===== config.mk =====
export PLATFORM = sky130hd
export DESIGN_NAME = iotdf_feeder
export DESIGN_NICKNAME = d
export VERILOG_FILES = /design/src/rtl/iotdf_pkg.sv /design/src/rtl/iotdf_word_fifo.sv /design/src/rtl/iotdf_feeder.sv
export SDC_FILE = /design/constraint.sdc
export NUM_CORES = 1
export LEC_CHECK = 0
export CAP_MARGIN = 20
export CELL_PAD_IN_SITES_DETAIL_PLACEMENT = 1
export CELL_PAD_IN_SITES_GLOBAL_PLACEMENT = 2
export CORE_MARGIN = 1
export CORE_UTILIZATION = 38
export DETAILED_ROUTE_END_ITERATION = 7
export GPL_TIMING_DRIVEN = 0
export HOLD_SLACK_MARGIN = 0.03
export PLACE_DENSITY = 0.78
export SLEW_MARGIN = 20
export SYNTH_ARGS = -nofsm -noshare
export SYNTH_HDL_FRONTEND = slang
export SYNTH_SLANG_ARGS = --single-unit

===== constraint.sdc =====
create_clock -name clk -period 11.66 [get_ports clk]
set_clock_uncertainty 0.15 [all_clocks]
set_input_delay 2.332 -clock clk [delete_from_list [all_inputs] [get_ports clk]]
set_output_delay 2.332 -clock clk [all_outputs]
set_load 0.03 [all_outputs]

===== src/rtl/iotdf_pkg.sv =====
// Shared definitions for the IoT data filter front end: word geometry,
// filter function encodings and the feeder state type.
package iotdf_pkg;
  localparam int WORD_W         = 128;
  localparam int BYTES_PER_WORD = 16;
  localparam int BYTE_CNT_W     = $clog2(BYTES_PER_WORD);

  typedef enum logic [2:0] {
    FN_NONE     = 3'd0,
    FN_MAX      = 3'd1,
    FN_MIN      = 3'd2,
    FN_AVG      = 3'd3,
    FN_EXTRACT  = 3'd4,
    FN_EXCLUDE  = 3'd5,
    FN_PEAK_MAX = 3'd6,
    FN_PEAK_MIN = 3'd7
  } fn_sel_e;

  typedef enum logic {
    ST_IDLE   = 1'b0,
    ST_STREAM = 1'b1
  } state_e;
endpackage


===== src/rtl/iotdf_word_fifo.sv =====
// Two-entry 128-bit word buffer with synchronous flush; the caller only
// pushes when not full and only pops when not empty.
module iotdf_word_fifo
  import iotdf_pkg::*;
(
  input  logic              clk,
  input  logic              rst,
  input  logic              clr,
  input  logic              push,
  input  logic [WORD_W-1:0] push_data,
  input  logic              pop,
  output logic [WORD_W-1:0] head,
  output logic [1:0]        count
);
  logic [WORD_W-1:0] mem_q [2];
  logic [WORD_W-1:0] mem_d [2];
  logic              wr_ptr_q, wr_ptr_d;
  logic              rd_ptr_q, rd_ptr_d;
  logic [1:0]        count_q, count_d;

  always_comb begin
    mem_d    = mem_q;
    wr_ptr_d = wr_ptr_q;
    rd_ptr_d = rd_ptr_q;
    count_d  = count_q;
    if (clr) begin
      wr_ptr_d = 1'b0;
      rd_ptr_d = 1'b0;
      count_d  = 2'd0;
    end else begin
      if (push) begin
        mem_d[wr_ptr_q] = push_data;
        wr_ptr_d        = ~wr_ptr_q;
      end
      if (pop) rd_ptr_d = ~rd_ptr_q;
      count_d = count_q + {1'b0, push} - {1'b0, pop};
    end
  end

  always_ff @(posedge clk or posedge rst) begin
    if (rst) begin
      wr_ptr_q <= 1'b0;
      rd_ptr_q <= 1'b0;
      count_q  <= 2'd0;
    end else begin
      wr_ptr_q <= wr_ptr_d;
      rd_ptr_q <= rd_ptr_d;
      count_q  <= count_d;
    end
  end

  // Storage carries data only, so it is left out of reset.
  always_ff @(posedge clk) begin
    mem_q <= mem_d;
  end

  assign head  = mem_q[rd_ptr_q];
  assign count = count_q;
endmodule


===== src/rtl/iotdf_feeder.sv =====
// Buffers sensor words and serializes them MSB byte first into the filter,
// grouping words into rounds that share one fn_sel value.
module iotdf_feeder
  import iotdf_pkg::*;
#(
  parameter int WORDS_PER_ROUND = 8,
  parameter int DEPTH           = 2
) (
  input  logic              clk,
  input  logic              rst,
  input  logic              clr,
  input  logic              s_valid,
  input  logic [WORD_W-1:0] s_data,
  output logic              s_ready,
  input  logic [2:0]        cfg_fn_sel,
  input  logic              busy,
  output logic              in_en,
  output logic [7:0]        iot_in,
  output logic [2:0]        fn_sel,
  output logic              round_done
);
  localparam int              WC_W      = $clog2(WORDS_PER_ROUND);
  localparam logic [WC_W-1:0] LAST_WORD = WC_W'(WORDS_PER_ROUND - 1);

  state_e                state_q, state_d;
  logic [BYTE_CNT_W-1:0] byte_cnt_q, byte_cnt_d;
  logic [WC_W-1:0]       word_cnt_q, word_cnt_d, word_cnt_nxt;
  logic [WORD_W-1:0]     shreg_q, shreg_d;
  logic                  in_en_q, in_en_d;
  logic [7:0]            iot_in_q, iot_in_d;
  fn_sel_e               fn_sel_q, fn_sel_d;
  logic                  round_done_q, round_done_d;

  logic [WORD_W-1:0] head;
  logic [1:0]        fifo_count;
  logic              push, load, word_end;

  assign s_ready  = (fifo_count != 2'(DEPTH));
  assign push     = s_valid && s_ready;
  assign word_end = (state_q == ST_STREAM) && (byte_cnt_q == '0);
  // A new word may start from IDLE or straight after byte 0 of the previous one.
  assign load     = !clr && (fifo_count != 2'd0) && !busy &&
                    ((state_q == ST_IDLE) || word_end);

  iotdf_word_fifo u_fifo (
    .clk       (clk),
    .rst       (rst),
    .clr       (clr),
    .push      (push),
    .push_data (s_data),
    .pop       (load),
    .head      (head),
    .count     (fifo_count)
  );

  always_ff @(posedge clk or posedge rst) begin
    if (rst) begin
      state_q      <= ST_IDLE;
      byte_cnt_q   <= '1;
      word_cnt_q   <= '0;
      in_en_q      <= 1'b0;
      iot_in_q     <= 8'd0;
      fn_sel_q     <= FN_NONE;
      round_done_q <= 1'b0;
    end else begin
      state_q      <= state_d;
      byte_cnt_q   <= byte_cnt_d;
      word_cnt_q   <= word_cnt_d;
      in_en_q      <= in_en_d;
      iot_in_q     <= iot_in_d;
      fn_sel_q     <= fn_sel_d;
      round_done_q <= round_done_d;
    end
  end

  always_ff @(posedge clk) begin
    shreg_q <= shreg_d;
  end

  always_comb begin
    state_d = state_q;
    if (clr)           state_d = ST_IDLE;
    else if (load)     state_d = ST_STREAM;
    else if (word_end) state_d = ST_IDLE;
  end

  always_comb begin
    byte_cnt_d   = byte_cnt_q;
    word_cnt_d   = word_cnt_q;
    shreg_d      = shreg_q;
    in_en_d      = in_en_q;
    iot_in_d     = iot_in_q;
    fn_sel_d     = fn_sel_q;
    round_done_d = round_done_q;
    word_cnt_nxt = word_end ? (word_cnt_q + WC_W'(1)) : word_cnt_q;
    if (clr) begin
      byte_cnt_d   = '1;
      word_cnt_d   = '0;
      in_en_d      = 1'b0;
      round_done_d = 1'b0;
    end else if (load) begin
      shreg_d      = head << 8;
      iot_in_d     = head[WORD_W-1 -: 8];
      in_en_d      = 1'b1;
      byte_cnt_d   = '1;
      word_cnt_d   = word_cnt_nxt;
      round_done_d = 1'b0;
      // fn_sel is only sampled on the first word of a round.
      if (word_cnt_nxt == '0) fn_sel_d = fn_sel_e'(cfg_fn_sel);
    end else if (word_end) begin
      byte_cnt_d   = '1;
      word_cnt_d   = word_cnt_nxt;
      in_en_d      = 1'b0;
      round_done_d = 1'b0;
    end else if (state_q == ST_STREAM) begin
      shreg_d      = shreg_q << 8;
      iot_in_d     = shreg_q[WORD_W-1 -: 8];
      byte_cnt_d   = byte_cnt_q - BYTE_CNT_W'(1);
      round_done_d = (byte_cnt_q == BYTE_CNT_W'(1)) && (word_cnt_q == LAST_WORD);
    end
  end

  assign in_en      = in_en_q;
  assign iot_in     = iot_in_q;
  assign fn_sel     = fn_sel_q;
  assign round_done = round_done_q;
endmodule

; ---- Word-level counts from Yosys, hierarchy flattened
; Index checks and enable logic that the tools add are counted.
[op_classes]
n_addsub = 4
order_cmp = 3
eq_ne = 4
mux = 32
n_bitwise = 6
n_reduce_logical = 21
[op_table]
columns = op, count
row1 = 128-bit two-way mux, 7
row2 = 256-bit bitwise mux, 1
row3 = 128-bit demux with 1-bit select, 1
row4 = 8-bit two-way mux, 3
row5 = 4-bit two-way mux, 4
row6 = 3-bit two-way mux, 4
row7 = 1-bit two-way mux, 11
row8 = 2-bit nonzero test, 4
row9 = 1-bit logical AND, 7
row10 = 3-bit AND reduction, 2
row11 = "4-bit by 1-bit == test with 1-bit output, second input constant", 1
row12 = "2-bit greater-or-equal comparator, second input constant", 2
row13 = 4-bit zero test, 1
row14 = 1-bit inverter, 4
row15 = 1-bit inverter with 2-bit output, 2
row16 = 4-bit nonzero test, 1
row17 = "4-bit by 1-bit subtractor with 4-bit output, second input constant", 1
row18 = "3-bit by 1-bit adder with 3-bit output, second input constant", 1
row19 = "3-bit == test, second input constant", 1
row20 = 3-bit zero test, 1
row21 = 3-bit nonzero test, 1
row22 = 2-bit by 1-bit adder with 2-bit output, 1
row23 = 1-bit zero test, 2
row24 = "2-bit by 1-bit less-than comparator with 1-bit output, second input constant", 1
row25 = other kinds (6), 6
[word_totals]
ff_bits = 408
input_bits = 136
output_inout_bits = 14
wordCells = 83

; ---- Logic depth before layout (Yosys ltp)
; Gate-level depths: netlist of the first run.
[depth]
ltp_word = 6
depth_mapped = 14
mapped_depth_nobuf = 12

; ---- Cells and area by module
; A second synthesis of the first run with hierarchy kept.
[hier_totals]
hier_cells = 760
hier_area_um2 = 15529.9
[by_module_without_submodules]
columns = module, n_inst, cells_each, area_each_um2, seq_area_each_um2
row1 = iotdf_word_fifo, 1, 416, 9490.4, 7787.5
row2 = iotdf_feeder, 1, 344, 6039.5, 4108.9

; ---- Worst setup path before layout of the first run
; Ideal clock, no wire load.
[synth_timing]
path_type = input port to flip-flop
startpoint = in clr
endpoint = reg u_fifo.mem_q[0] (netlist name), enable pin
setup_ns = 0.798
t_arrival_ns = 12.026
required_time_ns = 10.712
slack_ns = -1.315
cell_stages = 3
path_buffers = 2
path_cell_list = clkbuf_1 clkbuf_1 nor3b_1
[synth_between]
elab_chain_cells = 2
[synth_lines]
columns = item, line
row1 = "start, declared", iotdf_feeder.sv:11  ; input logic clr,
row2 = 1-bit inverter (no source line), --
row3 = 2-bit AND reduction (no source line), --
row4 = "end signal, assigned", iotdf_word_fifo.sv:54  ; mem_q <= mem_d;
row5 = "end, declared", iotdf_word_fifo.sv:15  ; logic [WORD_W-1:0] mem_q [2];
; No other way between the ends.
; A chain may end at the register's enable or synchronous reset.

; ---- Worst setup path in the final report of the first run
[layout_timing]
startpoint = in busy
endpoint = reg u_fifo.count_q[1], in the netlist u_fifo.count[1]
[layout_between]
elab_chain_cells = 5
[layout_lines]
columns = item, line
row1 = "start, declared", iotdf_feeder.sv:16  ; input logic busy,
row2 = 1-bit zero test, iotdf_feeder.sv:42  ; assign load = !clr && (fifo_count != 2'd0) && !busy &&
row3 = 1-bit logical AND (2 in a row), iotdf_feeder.sv:42
row4 = 2-bit by 1-bit subtractor with 2-bit output, iotdf_word_fifo.sv:36  ; count_d = count_q + {1'b0, push} - {1'b0, pop};
row5 = 2-bit two-way mux, iotdf_word_fifo.sv:26  ; if (clr) begin
row6 = via u_fifo.count_d[1], iotdf_word_fifo.sv:19  ; logic [1:0] count_q, count_d;
row7 = "end signal, assigned", iotdf_word_fifo.sv:48  ; count_q <= count_d;
row8 = "end, declared", iotdf_word_fifo.sv:19
; The timed path passes the listed nets, and every way through them passes these cells.

==> impl_metrics.json, run 1 <==
{
  "whs_ns": 0.374,
  "crit_start": "busy",
  "num_vias": 8022,
  "max-vdd-ir-drop_mv": 0.115,
  "clock_latency_ns": 0.57,
  "drive_gt1_frac": 0.162,
  "fillCellCount": 3833,
  "hp-start": "round_done",
  "grt_use_total": 0.163,
  "synth_edf_count": 376,
  "grt_antenna_before_repair": 2,
  "core-area_sq_mm": 0.0396,
  "initial_core_util": 0.385,
  "rsz0062_at_grt": "no",
  "die_w_microns": 202,
  "fin_crit_sh": 0.376,
  "min_period_ns": 4.39,
  "avgViaCountPerCell": 4.83,
  "row_count": 73,
  "cts_buffers": 44,
  "drt_iter0_markers": 403,
  "num_io_pins": 150,
  "htreeDepth": 2,
  "portBuffers": 148,
  "leakagePower_uw": 0.00632,
  "clkTransAtPathRegs_ns": 0.06,
  "critPathMaxFanout": 10,
  "area_growth_pct": 26.2,
  "root_buffer": "clkbuf_16",
  "outcome": "finished clean",
  "hpwl_mm": 22.1,
  "fin_util": 0.486,
  "drtPass1Iterations": 4,
  "critPathSlowestCell": "clkdlybuf4s50_1",
  "worstReg2RegStart": "byte_cnt_q[1]",
  "grt_pass1_wl_mm": 50.3,
  "ant_nets": 0,
  "grt_max_degree": 50,
  "fin_setup_tns_ns": 0,
  "fmax_ghz": 0.228,
  "drc": 0,
  "grt_pass1_vias": 8826,
  "multiInputGateArea_sq_mm": 0.00306,
  "synth.avg_cell_area_sq_um": 17.2,
  "grt_overflow": 0,
  "hp-class": "reg -> reg",
  "endpoint_kind": "register",
  "nNetsFinal": 1245,
  "slew_headroom": 0.430,
  "power_uw": 4060,
  "cts_tree": "built",
  "yosysWarnings": 0,
  "die_area_sq_mm": 0.0410,
  "regArea_sq_mm": 0.0119,
  "synthCells": 887,
  "crit_required_ns": 11.94,
  "synthArstFlopShare": 0.0600,
  "wire_per_inst_microns": 19.6,
  "clock-sinks": 400,
  "ys_seq_elements": 400,
  "slowest_delay_ns": 0.40,
  "routabilityCongestion": 0.721,
  "place_ws_ns": 6.66,
  "post-cts-setup-buffers": 0,
  "cp.arrival_ns": 4.67,
  "clockBufferDepth": 3,
  "yosysSeqAreaShare": 0.780,
  "setup_slack_ns": 7.27,
  "hold_viol": 0,
  "post_cts_resized": 0,
  "route.final.wire_length_mm": 32.5,
  "powerDensity_mw_per_mm2": 211,
  "finalSetupViolCount": 0,
  "cp-start-kind": "primary input",
  "dieHeight_microns": 202,
  "synth_top_area_share": 0.740,
  "yosys.area.top_type": "edfxtp_1",
  "slew_violations": 0,
  "worstSetupPathType": "in -> reg",
  "cts_hold_buf": 0,
  "ys_types": 39,
  "worstMarginPinSlew_ns": 0.856,
  "synth-main-ff-cell": "edfxtp_1",
  "crit_chain": "clkdlybuf4s50_1 -> nor2_1 -> nand3_4 -> clkinv_2 -> buf_8 -> buf_6 -> ha_1 -> inv_1 -> ha_1 -> xor2_1 -> xnor2_1 -> nor2_1",
  "synth.net_count": 1029,
  "synth_area_sq_mm": 0.0153,
  "max_cap_violations": 0,
  "netlist_top_cells_area": "edfxtp_1 74%, mux2i_1 8.5%, dfrtp_1 3.3%, nor2_1 3.2%, a21oi_2 2.7%"
}
-- cell type report --
type / instances / share of cell area
plain buffers: 43 / 0.0161
clock buffers: 60 / 0.0635
multi-input cells: 437 / 0.159
diodes: 1 / 0.000130
clock inverters: 18 / 0.0100
flip-flops and latches: 400 / 0.618
inverters: 7 / 0.00143
well taps: 525 / 0.0341
repair buffers: 170 / 0.0983
-- metrics by stage --
| stage | std cells | area [sq um] |
|---|---|---|
| after global routing | 1661 | 19300 |
| after global placement | 1560 | 17400 |
| after detailed placement | 1582 | 17800 |
| final | 1661 | 19300 |
| after CTS | 1660 | 19300 |
| after floorplan | 887 | 15300 |
-- report_power, final --
group / total (uW) / switching [uW] / internal [uW]
clock network: 1370 / 550 / 821
registers: 1910 / 63.0 / 1850
logic: 779 / 462 / 317
-- worst max-delay path, delay by kind of cell --
family	cells	cell delay (ns)
simple gates	3	0.51
fa+ha+maj	2	0.39
xor+xnor	2	0.32
buf+inv	5	1.10
-- cells by family after synthesis --
logic type                 synth area share
xor gates and xnor gates            0.00287
muxes                                0.0875
and+or+nand+nor                      0.0450
buffers and inverters                0.0221
DFF                                   0.780
adders and majority gates           0.00492
AOI/OAI and AO/OA                    0.0580
-- synthesized netlist by cell type (8+ instances only) --
library cell / n
a21oi_1: 68
a21oi_2: 47
buf_2: 11
clkbuf_1: 14
dfrtp_1: 20
edfxtp_1: 376
mux2i_1: 130
nand2_1: 16
nor2_1: 131
o221a_2: 8
-- placed cells by master (no fill, tap or decap), types with 6 or more instances in the layout --
master | synthesis | routed
clkinv_1 | 0 | 7
edfxtp_1 | 376 | 376
buf_2 | 11 | 11
clkdlybuf4s50_1 | 0 | 148
clkbuf_1 | 14 | 25
buf_8 | 6 | 15
a21oi_1 | 68 | 68
buf_4 | 6 | 6
a21oi_2 | 47 | 47
nand2_1 | 16 | 15
dfrtp_1 | 20 | 20
nor2_1 | 131 | 131
clkbuf_16 | 0 | 45
ha_1 | 6 | 6
o221a_2 | 8 | 8
buf_16 | 0 | 8
mux2i_1 | 130 | 130
buf_6 | 6 | 11
-- final timing paths --
kind                       slack, ns  cells past startpoint         endpoint
max in group asynchronous       8.95                      2    word_cnt_q[2]
hold reg to reg                 0.37                      2       round_done
min in group asynchronous       2.01                      2        iot_in[2]
hold / removal                  0.37                      2       round_done
setup / recovery                7.27                     12  u_fifo.count[1]
setup reg to reg                8.50                     14  u_fifo.count[1]
-- registers in the layout (all words and copies together) (netlist names) --
| signal | flops |
|---|---|
| fn_sel | 3 |
| u_fifo.wr_ptr_q | 1 |
| u_fifo.rd_ptr_q | 1 |
| in_en | 1 |
| word_cnt_q | 3 |
| byte_cnt_q | 4 |
| iot_in | 8 |
| shreg_q | 120 |
| u_fifo.mem_q | 256 |
| round_done | 1 |
| u_fifo.count | 2 |
-- per-layer routing --
layer  share of wire  up-vias  GRT usage  wire length, microns
li1                -     3793          -                     -
met1            0.43     4029      0.203                 13800
met2            0.51      145      0.280                 16700
met3           0.036       53     0.0295                  1180
met4           0.025        2     0.0650                   824
met5         0.00040        -          0                    13
Note: power is estimated with default switching activity, not from simulation.
==> inputs of run 2 (changes only) <==
==> constraint.sdc (replaced) <==
create_clock -name clk -period 3.5 [get_ports clk]
set_clock_uncertainty 0.15 [all_clocks]
set_input_delay 0.7 -clock clk [delete_from_list [all_inputs] [get_ports clk]]
set_output_delay 0.7 -clock clk [all_outputs]
set_load 0.03 [all_outputs]
==> run 2 against run 1 <==
  * Sequential share of layout area up 0.23 points
  * Wire length about the same
  * Critical path depth up 2
  * Cell area down 0.36%
  * First-iteration DRC count down 9.9%
  * Register-to-register slack worse by 8.1 ns
  * Cell count up 0.24%
  * Utilization down 0.18 points
  * Combinational power rose to 3.3 times the previous value
  * Critical endpoint unchanged
  * Largest power group unchanged
==> impl_metrics.json, run 2 (synthesis results as in run 1) <==
{
  "largest_register_ffs": 256,
  "portBuffers": 148,
  "root_buffer": "clkbuf_16",
  "drtPass1Iterations": 4,
  "routabilityCongestion": 0.726,
  "grt_max_degree": 75,
  "clkTransAtPathRegs_ns": 0.06,
  "slowest_delay_ns": 0.56,
  "core-area_sq_mm": 0.0396,
  "worstReg2RegStart": "byte_cnt_q[0]",
  "initial_core_util": 0.385,
  "min_to": "u_fifo.count[0]",
  "final_cell_mix": "376 x edfxtp_1, 148 x clkdlybuf4s50_1, 131 x nor2_1",
  "largest-register": "u_fifo.mem_q",
  "grt_use_total": 0.163,
  "instances_no_fill": 1665,
  "critPathMaxFanout": 10,
  "dieHeight_microns": 202,
  "clock_latency_ns": 0.56,
  "num_io_pins": 150,
  "cts_tree": "built",
  "die_area_sq_mm": 0.0410,
  "clockBufferDepth": 3,
  "outcome": "finished clean",
  "place_inst": 1583,
  "num_vias": 8091,
  "post_cts_resized": 0,
  "crit_required_ns": 3.79,
  "drc": 0,
  "route.final.wire_length_mm": 32.5,
  "hp-start": "clr",
  "ant_nets": 0,
  "post-cts-setup-buffers": 0,
  "rsz0062_at_grt": "no",
  "row_count": 73,
  "max-vdd-ir-drop_mv": 0.428,
  "grt_pass1_wl_mm": 50.5,
  "grt_overflow": 0,
  "multiInputGateArea_sq_mm": 0.00308,
  "leakagePower_uw": 0.00628,
  "clock-sinks": 400,
  "fillCellCount": 3842,
  "hpwl_mm": 22.2,
  "htreeDepth": 2,
  "wire_per_inst_microns": 19.5,
  "whs_ns": 0.212,
  "hold_viol": 0,
  "cts_hold_buf": 0,
  "slew_headroom": 0.435,
  "powerDensity_mw_per_mm2": 693,
  "fin_crit_sh": 0.892,
  "critPathSlowestCell": "dfstp_2",
  "whs_path_depth": 2,
  "drive_gt1_frac": 0.170,
  "crit_chain": "inv_1 -> ha_1 -> or3b_4 -> nand2_2 -> nand3_4 -> clkinv_2 -> buf_8 -> buf_6 -> ha_1 -> inv_1 -> ha_1 -> xor2_1 -> xnor2_1 -> nor2_1",
  "nNetsFinal": 1246,
  "fin_setup_tns_ns": 0,
  "worstSetupPathType": "reg -> reg",
  "slew_violations": 0,
  "area_growth_pct": 25.7,
  "max_cap_violations": 0,
  "endpoint_kind": "register",
  "avgViaCountPerCell": 4.86,
  "r2r-end": "u_fifo.count[1]",
  "cts_buffers": 44,
  "hp-class": "in -> reg",
  "reg2reg_slack_ns": 0.38,
  "cp.arrival_ns": 3.41,
  "critical_path.top_delay_family": "buffers and inverters",
  "cp-start-kind": "register",
  "min_period_ns": 3.12,
  "cp_common_cell": "ha_1",
  "grt_pass1_vias": 8967,
  "regArea_sq_mm": 0.0119,
  "cp_num_buf_inv": 5,
  "grt_antenna_before_repair": 3,
  "fin_util": 0.484,
  "final_common_cell": "edfxtp_1",
  "worstRegToRegCells": 14,
  "drt_iter0_markers": 363,
  "fmax_ghz": 0.320,
  "die_w_microns": 202,
  "finalSetupViolCount": 0,
  "worstMarginPinSlew_ns": 0.848
}
==> run 2: cell count changes in the layout (fill, tap and decap cells not counted), moves of 5 or more <==
cell,previous run,this run
clkinvlp_4,0,7
buf_16,8,1
clkinv_1,7,12
buf_8,15,23
clkbuf_1,25,15
==> run 2: final cells by class <==
type	count	share of cell area
Sequential cell	400	0.620
Multi-Input combinational cell	437	0.160
Timing Repair Buffer	171	0.0949
Clock buffer	48	0.0593
Tap cell	525	0.0342
Buffer	43	0.0178
Clock inverter	32	0.0119
Inverter	7	0.00143
Antenna cell	2	0.000261
==> run 2: report_power, final <==
part | internal [uW] | switching, uW
sequential | 6160 | 205
combinational | 1030 | 1550
clock | 2500 | 1850
total | 9690 | 3600
==> run 2: metrics by stage <==
step	setup WS, ns	cell area, sq um	power [uW]
after floorplan	-1.34	15300	8070
after global placement	-3.87	17500	8980
after detailed placement	0.157	17800	9100
after CTS	0.342	19200	13500
after global routing	0.218	19200	13900
final	0.376	19200	13300
==> run 2: how the worst max path moves through the flow <==
stage	depth (start not counted)	start	to	slack, ns
floorplan	3	clr	u_fifo.mem_q[0]	-1.34
global placement	3	s_valid	u_fifo.mem_q[77]	-3.87
detailed placement	12	busy	u_fifo.count[1]	0.16
CTS	14	byte_cnt_q[0]	u_fifo.count[1]	0.34
global route	14	byte_cnt_q[0]	u_fifo.count[1]	0.22
finish	14	byte_cnt_q[0]	u_fifo.count[1]	0.38
==> run 2: metal layers <==
layer / vias up / track usage / wire length, microns
li1: 3805 / - / -
met1: 4083 / 0.200 / 13600
met2: 152 / 0.285 / 16800
met3: 49 / 0.0319 / 1300
met4: 2 / 0.0618 / 807
met5: - / 0 / 13
